## config.mk

```make
export PLATFORM = sky130hd
export DESIGN_NAME = zapper_shot_ctrl
export DESIGN_NICKNAME = d
export VERILOG_FILES = /design/src/rtl/zapper_shot_ctrl.sv
export SDC_FILE = /design/constraint.sdc
export NUM_CORES = 1
export LEC_CHECK = 0
export ABC_CLOCK_PERIOD_IN_PS = 2000
export CAP_MARGIN = 20
export CORE_ASPECT_RATIO = 0.8
export CORE_MARGIN = 2
export CORE_UTILIZATION = 32
export CTS_CLUSTER_DIAMETER = 60
export DETAILED_ROUTE_END_ITERATION = 7
export HOLD_SLACK_MARGIN = 0.06
export PLACE_DENSITY = 0.62
export SLEW_MARGIN = 25
export SYNTH_ARGS = -nofsm -noshare
export SYNTH_HDL_FRONTEND = slang
export SYNTH_SLANG_ARGS = --single-unit
```

## constraint.sdc

```tcl
create_clock -name clk -period 2 [get_ports clk]
set_clock_uncertainty 0.1 [all_clocks]
set_input_delay 0.2 -clock clk [delete_from_list [all_inputs] [get_ports clk]]
set_output_delay 0.2 -clock clk [all_outputs]
set_load 0.1 [all_outputs]
```

## src/rtl/zapper_shot_ctrl.sv

```systemverilog
`default_nettype none
// +--------------------------------------------------------------------------+
// | Module  : zapper_shot_ctrl                                               |
// | Brief   : Light-gun shot sequencer: black flash, target flash, hit grade. |
// |           Optional macro ZAPPER_AMBIENT_REJECT_EN: light seen during the  |
// |           black frames forces a miss.                                    |
// | Revision: 1.0  initial release                                           |
// +--------------------------------------------------------------------------+
module zapper_shot_ctrl #(
  parameter int BLACK_FRAMES  = 1,
  parameter int TARGET_FRAMES = 1,
  parameter int DETECT_MIN    = 16,
  parameter int SHOTS         = 3,
  parameter int SCORE_W       = 8
) (
  input  logic               clk,
  input  logic               reset,
  input  logic               trigger,
  input  logic               detect,
  input  logic               frame_start,
  input  logic               valid,
  input  logic               new_round,
  output logic               flash_black,
  output logic               flash_target,
  output logic               hit_pulse,
  output logic               miss_pulse,
  output logic [SCORE_W-1:0] score,
  output logic [3:0]         shots_left,
  output logic               busy
);

  localparam int c_FRAME_MAX = (BLACK_FRAMES > TARGET_FRAMES) ? BLACK_FRAMES : TARGET_FRAMES;
  localparam int c_FC_W      = (c_FRAME_MAX > 1) ? $clog2(c_FRAME_MAX) : 1;
  localparam int c_DC_W      = $clog2(DETECT_MIN + 1);

  localparam logic [c_FC_W-1:0] c_BLACK_LAST  = c_FC_W'(BLACK_FRAMES - 1);
  localparam logic [c_FC_W-1:0] c_TARGET_LAST = c_FC_W'(TARGET_FRAMES - 1);
  localparam logic [c_DC_W-1:0] c_DET_MAX     = c_DC_W'(DETECT_MIN);
  localparam logic [3:0]        c_SHOTS       = 4'(SHOTS);

  typedef enum logic [2:0] {
    S_IDLE     = 3'd0,
    S_ARM      = 3'd1,
    S_BLACK    = 3'd2,
    S_TARGET   = 3'd3,
    S_RESULT   = 3'd4,
    S_COOLDOWN = 3'd5
  } state_t;

  state_t              r_state;
  logic                r_trig_s1, r_trig_s2, r_trig_d;
  logic                r_det_s1, r_det_s2;
  logic [c_FC_W-1:0]   r_frame_cnt;
  logic [c_DC_W-1:0]   r_det_cnt;
  logic                w_trig_rise;
  logic                w_det_seen;
  logic [c_DC_W-1:0]   w_det_next;
  logic                w_ambient;

  assign w_trig_rise = r_trig_s2 & ~r_trig_d;
  assign w_det_seen  = valid & r_det_s2;
  assign w_det_next  = (w_det_seen && (r_det_cnt != c_DET_MAX)) ? r_det_cnt + c_DC_W'(1) : r_det_cnt;

`ifdef ZAPPER_AMBIENT_REJECT_EN
  logic r_ambient;

  always_ff @(posedge clk or posedge reset) begin
    if (reset) begin
      r_ambient <= 1'b0;
    end else if (r_state == S_ARM && frame_start) begin
      r_ambient <= 1'b0;
    end else if (r_state == S_BLACK && w_det_seen) begin
      r_ambient <= 1'b1;
    end
  end

  assign w_ambient = r_ambient;
`else
  assign w_ambient = 1'b0;
`endif

  always_ff @(posedge clk or posedge reset) begin
    if (reset) begin
      r_state      <= S_IDLE;
      r_trig_s1    <= 1'b0;
      r_trig_s2    <= 1'b0;
      r_trig_d     <= 1'b0;
      r_det_s1     <= 1'b0;
      r_det_s2     <= 1'b0;
      r_frame_cnt  <= '0;
      r_det_cnt    <= '0;
      flash_black  <= 1'b0;
      flash_target <= 1'b0;
      hit_pulse    <= 1'b0;
      miss_pulse   <= 1'b0;
      busy         <= 1'b0;
      score        <= '0;
      shots_left   <= c_SHOTS;
    end else begin
      r_trig_s1  <= trigger;
      r_trig_s2  <= r_trig_s1;
      r_trig_d   <= r_trig_s2;
      r_det_s1   <= detect;
      r_det_s2   <= r_det_s1;
      hit_pulse  <= 1'b0;
      miss_pulse <= 1'b0;

      case (r_state)
        S_IDLE: begin
          if (w_trig_rise && shots_left != 4'd0) begin
            r_state <= S_ARM;
            busy    <= 1'b1;
          end
        end
        S_ARM: begin
          if (frame_start) begin
            r_state     <= S_BLACK;
            flash_black <= 1'b1;
            r_frame_cnt <= '0;
          end
        end
        S_BLACK: begin
          if (frame_start) begin
            if (r_frame_cnt == c_BLACK_LAST) begin
              r_state      <= S_TARGET;
              flash_black  <= 1'b0;
              flash_target <= 1'b1;
              r_frame_cnt  <= '0;
              r_det_cnt    <= '0;
            end else begin
              r_frame_cnt <= r_frame_cnt + c_FC_W'(1);
            end
          end
        end
        S_TARGET: begin
          r_det_cnt <= w_det_next;
          if (frame_start) begin
            if (r_frame_cnt == c_TARGET_LAST) begin
              // Grade here so the pulse is visible during the RESULT cycle itself
              r_state      <= S_RESULT;
              flash_target <= 1'b0;
              if (w_det_next == c_DET_MAX && !w_ambient) begin
                hit_pulse <= 1'b1;
              end else begin
                miss_pulse <= 1'b1;
              end
            end else begin
              r_frame_cnt <= r_frame_cnt + c_FC_W'(1);
            end
          end
        end
        S_RESULT: begin
          r_state <= S_COOLDOWN;
        end
        S_COOLDOWN: begin
          if (!r_trig_s2) begin
            r_state <= S_IDLE;
            busy    <= 1'b0;
          end
        end
        default: begin
          r_state      <= S_IDLE;
          flash_black  <= 1'b0;
          flash_target <= 1'b0;
          busy         <= 1'b0;
        end
      endcase

      if (new_round) begin
        shots_left <= c_SHOTS;
        score      <= '0;
      end else if (r_state == S_RESULT) begin
        if (shots_left != 4'd0) begin
          shots_left <= shots_left - 4'd1;
        end
        if (hit_pulse && score != {SCORE_W{1'b1}}) begin
          score <= score + SCORE_W'(1);
        end
      end
    end
  end

endmodule
`default_nettype wire

```

==> out/summary.txt, run 1 <==
Post-DRT Antenna Nets = 0
Peak supply drop = 0.0006944 V
Synth cell types = 36
Final setup violation count = 0
Top cell type's share of synthesized area = 0.4583
Layout cell share with drive strength beyond 1 = 0.2912
Post-synthesis sequential area ratio = 0.4926
Met3 track demand over resource = 0.03825
FF+latch count, synth = 30
Fill cells = 438
Clk buf depth = 2
Via-to-Cell Ratio = 4.938
CTS buffer count = 5
Type of the worst min-delay path = in2async
Max incr delay on CP = 0.48 ns
Crit Path Category = reg2reg
Worst setup EP type = register
First-pass GRT wire length = 5244 um
Fin crit period = 1.845 ns
# clock sinks = 30
Pwr/cell area = 1244 nW/um2
Drt wl/cell = 12.62 um
Worst-margin pin slew = 0.5543 ns
Final Slew Violations = 0
Grt ovf = 0
RSZ-0062 raised after global routing = no
Number of diodes = 0
Crit path DAT = 1.92 ns
Starting Density = 0.3326
Vias in the first global route = 1171
I/O Pins = 24
DRT Pass-1 Iters = 4
GP Congestion = 0.8085
Area grow syn2layout = 27.99%
DR vias = 1195
DRC violations left = 0
Initial DRC count = 24
Fmax = 0.5421 GHz
Crit Path Max Fanout = 5
Mapped cell area = 1529 um2
Final net count = 192
Worst Path Required = 2.07 ns
H-tree Lvls = 2
EDFF count, synth = 0
Asr flop ratio synth = 1.000
# Max-Cap Violations = 0
DIE WIDTH = 81.28 um
GR Util All Layers = 0.1297
Syn_area_per_cell = 10.19 um2
Crit-path cells = inv_1 -> ha_2 -> or3b_4 -> a311o_1 -> a21oi_2 -> nor2_1
Syn. warnings = 0
Clock-pin slew on the worst setup and hold paths = 0.07 ns
GR Util met1 = 0.1804
Dpl hpwl = 2152 um
Leak = 0.0009087 uW
Mapped Cells = 150
Die ar. = 5350 um2
Final WL = 3054 um
Ratio of final minimum period to clock period = 0.9223
Post-CTS setup buffers = 0
Slew margin rel. = 0.6266
Post-Syn Nets = 161
Largest cells by area after synthesis = dfrtp_1 46%, xor2_1 5.7%, nor2_1 3.9%
Area leader, netlist = dfrtp_1
Maximum number of pins on one net before global-route repair = 31
PortBufs = 23
Setup TNS = 0 ns
Met2 usage = 0.1762
Rows = 22
Worst skew pair latency = 0.28 ns
Status = completed
Post-Place Setup Slack = 0.1237 ns
Core box area = 4597 um2
Final hold vios = 0
Root buf cell = clkbuf_8
Final setup margin = 0.1555 ns
Slowest-stage cell, CP = dfstp_4
GR peak layer = met1
CP Launch Type = register
Antenna violations before repair = 0
Die H = 65.83 um
Ys flop type = dfrtp_1
CTS tree = yes
## layout by cell type, fill, tap and decap left out, types with 2 or more instances in the layout
master           netlist  layout
a21oi_1                8       7
a22o_1                 4       4
a41oi_1                2       2
and3_1                 3       3
buf_12                 0       2
buf_4                  0      20
clkbuf_8               0       6
clkdlybuf4s50_1        0       6
dfrtp_1               28      17
dfrtp_2                0      11
ha_1                   4       3
inv_1                 11      11
mux2_2                 3       3
mux2i_1                3       3
nand2_1                8       8
nand2b_1               5       5
nand3_1                6       6
nand4_1                4       4
nor2_1                16      16
nor3_1                 3       3
o21ai_0                6       6
o22ai_1                3       3
or3_1                  3       3
xor2_1                10      10
## worst paths after layout
kind / slack, ns / startpoint / to / depth (start not counted)
max in group asynchronous: 1.29 / reset / shots_left[1]$_DFFE_PP1P_ / 3
min in group clk: 0.25 / detect / r_det_s1$_DFF_PP0_ / 1
min reg2reg: 0.26 / r_det_s1$_DFF_PP0_ / r_det_s2$_DFF_PP0_ / 0
max reg2reg: 0.16 / shots_left[0]$_DFFE_PP1P_ / r_state[0]$_DFFE_PP0P_ / 6
min: 0.20 / reset / score[4]$_DFFE_PP0P_ / 3
max: 0.16 / shots_left[0]$_DFFE_PP1P_ / r_state[0]$_DFFE_PP0P_ / 6
## per-layer routing
| layer | share of wire | vias up |
|---|---|---|
| met1 | 0.50 | 575 |
| met2 | 0.44 | 18 |
| met3 | 0.038 | 9 |
| met5 | 0 | - |
| li1 | - | 593 |
| met4 | 0.022 | 0 |
## critical path: cells and delay by family (launching register included)
family,cells,cell delay (ns)
and+or+nand+nor,2,0.45
buffers and inverters,1,0.09
adders and majority gates,1,0.19
DFF,1,0.48
AOI/OAI and AO/OA,2,0.42
## where the power goes
group	switching, uW	internal (uW)
Combinational	671	395
Clock	236	276
Sequential	120	737
Total	1030	1410
## through the flow
step                  util  hold slack (ns)  cell area (um2)  instances  power [uW]
global route        0.4257           0.2281             1957        242        2597
CTS                 0.4243           0.2085             1951        242        2450
finish              0.4257           0.1971             1957        242        2435
global placement    0.4036           0.2375             1856        234        1901
detailed placement  0.4036           0.2483             1856        234        1926
floorplan                -           0.1314             1546        150        1640
## repair_timing
| action | in CTS | in global routing |
|---|---|---|
| setup endpoints to repair | 0 | 1 |
| hold buffers | 0 | 0 |
| gates resized for setup | 0 | 2 |
## flip-flops by register name, indices dropped and copies added (netlist names), 3 cells and up
name,count
r_det_cnt,5
r_state,3
score,8
shots_left,4
## cell usage after synthesis, types with 2 or more instances
library cell / instances
nor3_1: 3
nand2_1: 8
nand4_1: 4
o21ai_0: 6
ha_1: 4
a41oi_1: 2
or3_1: 3
nand2b_1: 5
dfstp_2: 2
nand3_1: 6
mux2_2: 3
a22o_1: 4
inv_1: 11
clkbuf_1: 3
dfrtp_1: 28
o22ai_1: 3
xor2_1: 10
mux2i_1: 3
and3_1: 3
nor2_1: 16
a21oi_1: 8
## cell type report
class                   count  area [um2]  area share
well taps                  60       75.07     0.03836
multi-input cells         105       724.4      0.3702
flip-flops and latches     30       770.7      0.3939
clock buffers               6       82.58     0.04220
clock inverters             2       12.51    0.006394
repair buffers             28       250.2      0.1279
inverters                  11       41.29     0.02110
## kinds of logic after synthesis
family	Yosys count	synth area share
flops	30	0.4926
xor+xnor	11	0.06301
compound gates	29	0.1326
simple gates	55	0.1997
mux	6	0.04173
fa+ha+maj	4	0.03273
buf+inv	15	0.03764
Power figures use the tool's default switching activity.
==> run 2: changes to the inputs <==
Settings changed: ABC_CLOCK_PERIOD_IN_PS 2000 to unset.
==> results of run 2 <==
Final layout, timing and power as in run 1 (identical DEF).
==> run 3: changes to the inputs <==
Settings changed: CTS_BUF_LIST set to sky130_fd_sc_hd__clkbuf_2, REMOVE_ABC_BUFFERS set to 1.
==> run 3 against run 2 <==
Compared with the run above: core utilization decreased by 1.8 points; cell area shrank 4.3%; critical path depth is the same; flip-flop and latch count unchanged; sequential share of layout area is 0.89 points higher; cell count decreased by 0.41%; die area unchanged; via count fell by 1.2%.
==> out/summary.txt, run 3 (synthesis results as in run 1) <==
Via-to-Cell Ratio = 4.900 (-0.76%)
Crit Path Max Fanout = 5 (unchanged)
Dpl hpwl = 2103 um (-2.3%)
Worst Path Required = 2.17 ns (+0.10 ns)
Met3 WL = 129 um (+11%)
Worst skew pair latency = 0.36 ns (+0.08 ns)
Most common cell after layout, fill and taps aside = dfrtp_1
Max reg flops = 8 (unchanged)
Most frequent cells in the layout = 27 x dfrtp_1, 19 x buf_4, 16 x nor2_1, 11 x inv_1, 10 x xor2_1
Post-cts sizing count = 0 (unchanged)
I/O Pins = 24 (unchanged)
DRT Pass-1 Iters = 4 (unchanged)
Max incr delay on CP = 0.45 ns (-0.03 ns)
Clk buf depth = 2 (unchanged)
CP Launch Type = register
Crit-path cells = inv_1 -> ha_1 -> and4bb_2 -> nor2_1 -> mux2_2 -> and3b_1
Top Layer Used = met4
DRT met1 WL = 1392 um (-9.6%)
# Max-Cap Violations = 0 (unchanged)
CTS buffer count = 5 (unchanged)
Post-CTS setup buffers = 0 (unchanged)
Final hold vios = 0 (unchanged)
Final setup violation count = 0 (unchanged)
Hold_buf cts = 0 (unchanged)
Leak = 0.0009026 uW (-0.67%)
Vias in the first global route = 1186 (+1.3%)
Fill cells = 454 (+3.7%)
Slew margin rel. = 0.7172 (+0.09058)
Post-DRT Antenna Nets = 0 (unchanged)
Fmax = 0.5269 GHz (-2.8%)
Maximum number of pins on one net before global-route repair = 31 (unchanged)
Crit Path Category = reg2reg
CTS tree = yes
Worst-margin pin slew = 0.4229 ns (-0.1313 ns)
GP Congestion = 0.7337 (-9.3%)
Antenna violations before repair = 0 (unchanged)
Hold WS = 0.08981 ns (-0.1073 ns)
Rows = 22 (unchanged)
Drt wl/cell = 12.11 um (-4.0%)
Post-route insts no fill = 241 (-0.41%)
Status = completed
Number of diodes = 0 (unchanged)
DR vias = 1181 (-1.2%)
Peak supply drop = 0.0005428 V (-22%)
Placed insts = 233 (-0.43%)
Pwr/cell area = 1169 nW/um2 (-6.0%)
Root buf cell = clkbuf_2
Initial DRC count = 41 (+71%)
CP top delay family = simple AND/OR/NAND/NOR gates
GR Util All Layers = 0.1275 (-0.002231)
Worst path buffer plus inverter count = 1 (unchanged)
Grt ovf = 0 (unchanged)
Die H = 65.83 um (unchanged)
RSZ-0062 raised after global routing = no
First-pass GRT wire length = 5257 um (+0.25%)
DRC violations left = 0 (unchanged)
# clock sinks = 30 (unchanged)
Ratio of final minimum period to clock period = 0.9490 (+0.02669)
Starting Density = 0.3326 (unchanged)
Routed length on met2 = 1383 um (+3.8%)
Largest reg by FF count = score
Die ar. = 5350 um2 (unchanged)
Core box area = 4597 um2 (unchanged)
PortBufs = 23 (unchanged)
Crit path DAT = 2.07 ns (+0.15 ns)
Final Slew Violations = 0 (unchanged)
Biggest regs = score: 8 flops, r_det_cnt: 5 flops, shots_left: 4 flops
Clock-pin slew on the worst setup and hold paths = 0.16 ns (+0.09 ns)
Total power = 2190 uW (-10%)
H-tree Lvls = 2 (unchanged)
Area grow syn2layout = 22.50%
Final WL = 2919 um (-4.4%)
Type of the worst min-delay path = in2async
Slowest-stage cell, CP = dfrtp_1
Worst setup EP type = register
DIE WIDTH = 81.28 um (unchanged)
Layout cell share with drive strength beyond 1 = 0.2155 (-0.07574)
Fin crit period = 1.898 ns (+0.05337 ns)
Final net count = 191 (-0.52%)
==> run 3: cell types whose count changed in the layout (fill, tap and decap cells not counted), moves of 5 or more <==
cell      change
clkbuf_8      -6
dfrtp_1      +10
clkbuf_2      +5
dfrtp_2      -10
==> run 3: worst paths after layout <==
path / from / endpoint / slack (ns) / cells after the start
worst max register to register: r_det_cnt[1]$_DFFE_PP0P_ / hit_pulse$_DFF_PP0_ / 0.10 / 6
worst max-delay path: r_det_cnt[1]$_DFFE_PP0P_ / hit_pulse$_DFF_PP0_ / 0.10 / 6
worst min-delay path: reset / busy$_DFFE_PP0P_ / 0.09 / 3
min in group clk: trigger / r_trig_s1$_DFF_PP0_ / 0.16 / 1
max in group asynchronous: reset / shots_left[1]$_DFFE_PP1P_ / 1.41 / 3
worst min register to register: r_det_s1$_DFF_PP0_ / r_det_s2$_DFF_PP0_ / 0.27 / 0
==> run 3: where the power goes <==
| group | total (uW) | leakage [uW] | internal, uW | switching, uW |
|---|---|---|---|---|
| logic | 1010 | 0.000501 | 380 | 630 |
| registers | 881 | 0.000375 | 734 | 147 |
| clock network | 299 | 0.0000264 | 79.8 | 219 |
| total | 2190 | 0.000903 | 1190 | 996 |
==> run 3: cell type report <==
class	count	area, um2	share of cell area
multi-input combinational	105	718.2	0.3834
sequential	30	754.5	0.4028
clock inverter	3	16.27	0.008684
tap	60	75.07	0.04008
clock buffer	5	25.02	0.01336
timing repair buffer	27	242.7	0.1296
inverter	11	41.29	0.02204
==> run 3: tightest hold or removal path: stages <==
cell and delay, ns:
clkdlybuf4s50_1 0.40, inv_1 0.05, buf_4 0.33
==> run 3: routing by layer <==
layer  global-route usage  up-vias
li1                     -      589
met1               0.1718      568
met2               0.1957       22
met3              0.03962        2
met4              0.03814        0
met5                    0        -
==> run 3: per-stage QoR <==
step / area (um2) / setup TNS [ns] / utilization / setup slack (ns)
2_1_floorplan: 1513 / -0.9076 / - / -0.2462
3_3_place_gp: 1831 / 0 / 0.3982 / 0.1828
3_5_place_dp: 1831 / 0 / 0.3982 / 0.08102
4_1_cts: 1872 / 0 / 0.4072 / 0.08269
5_1_grt: 1873 / 0 / 0.4075 / 0.03657
6_report: 1873 / 0 / 0.4075 / 0.1021
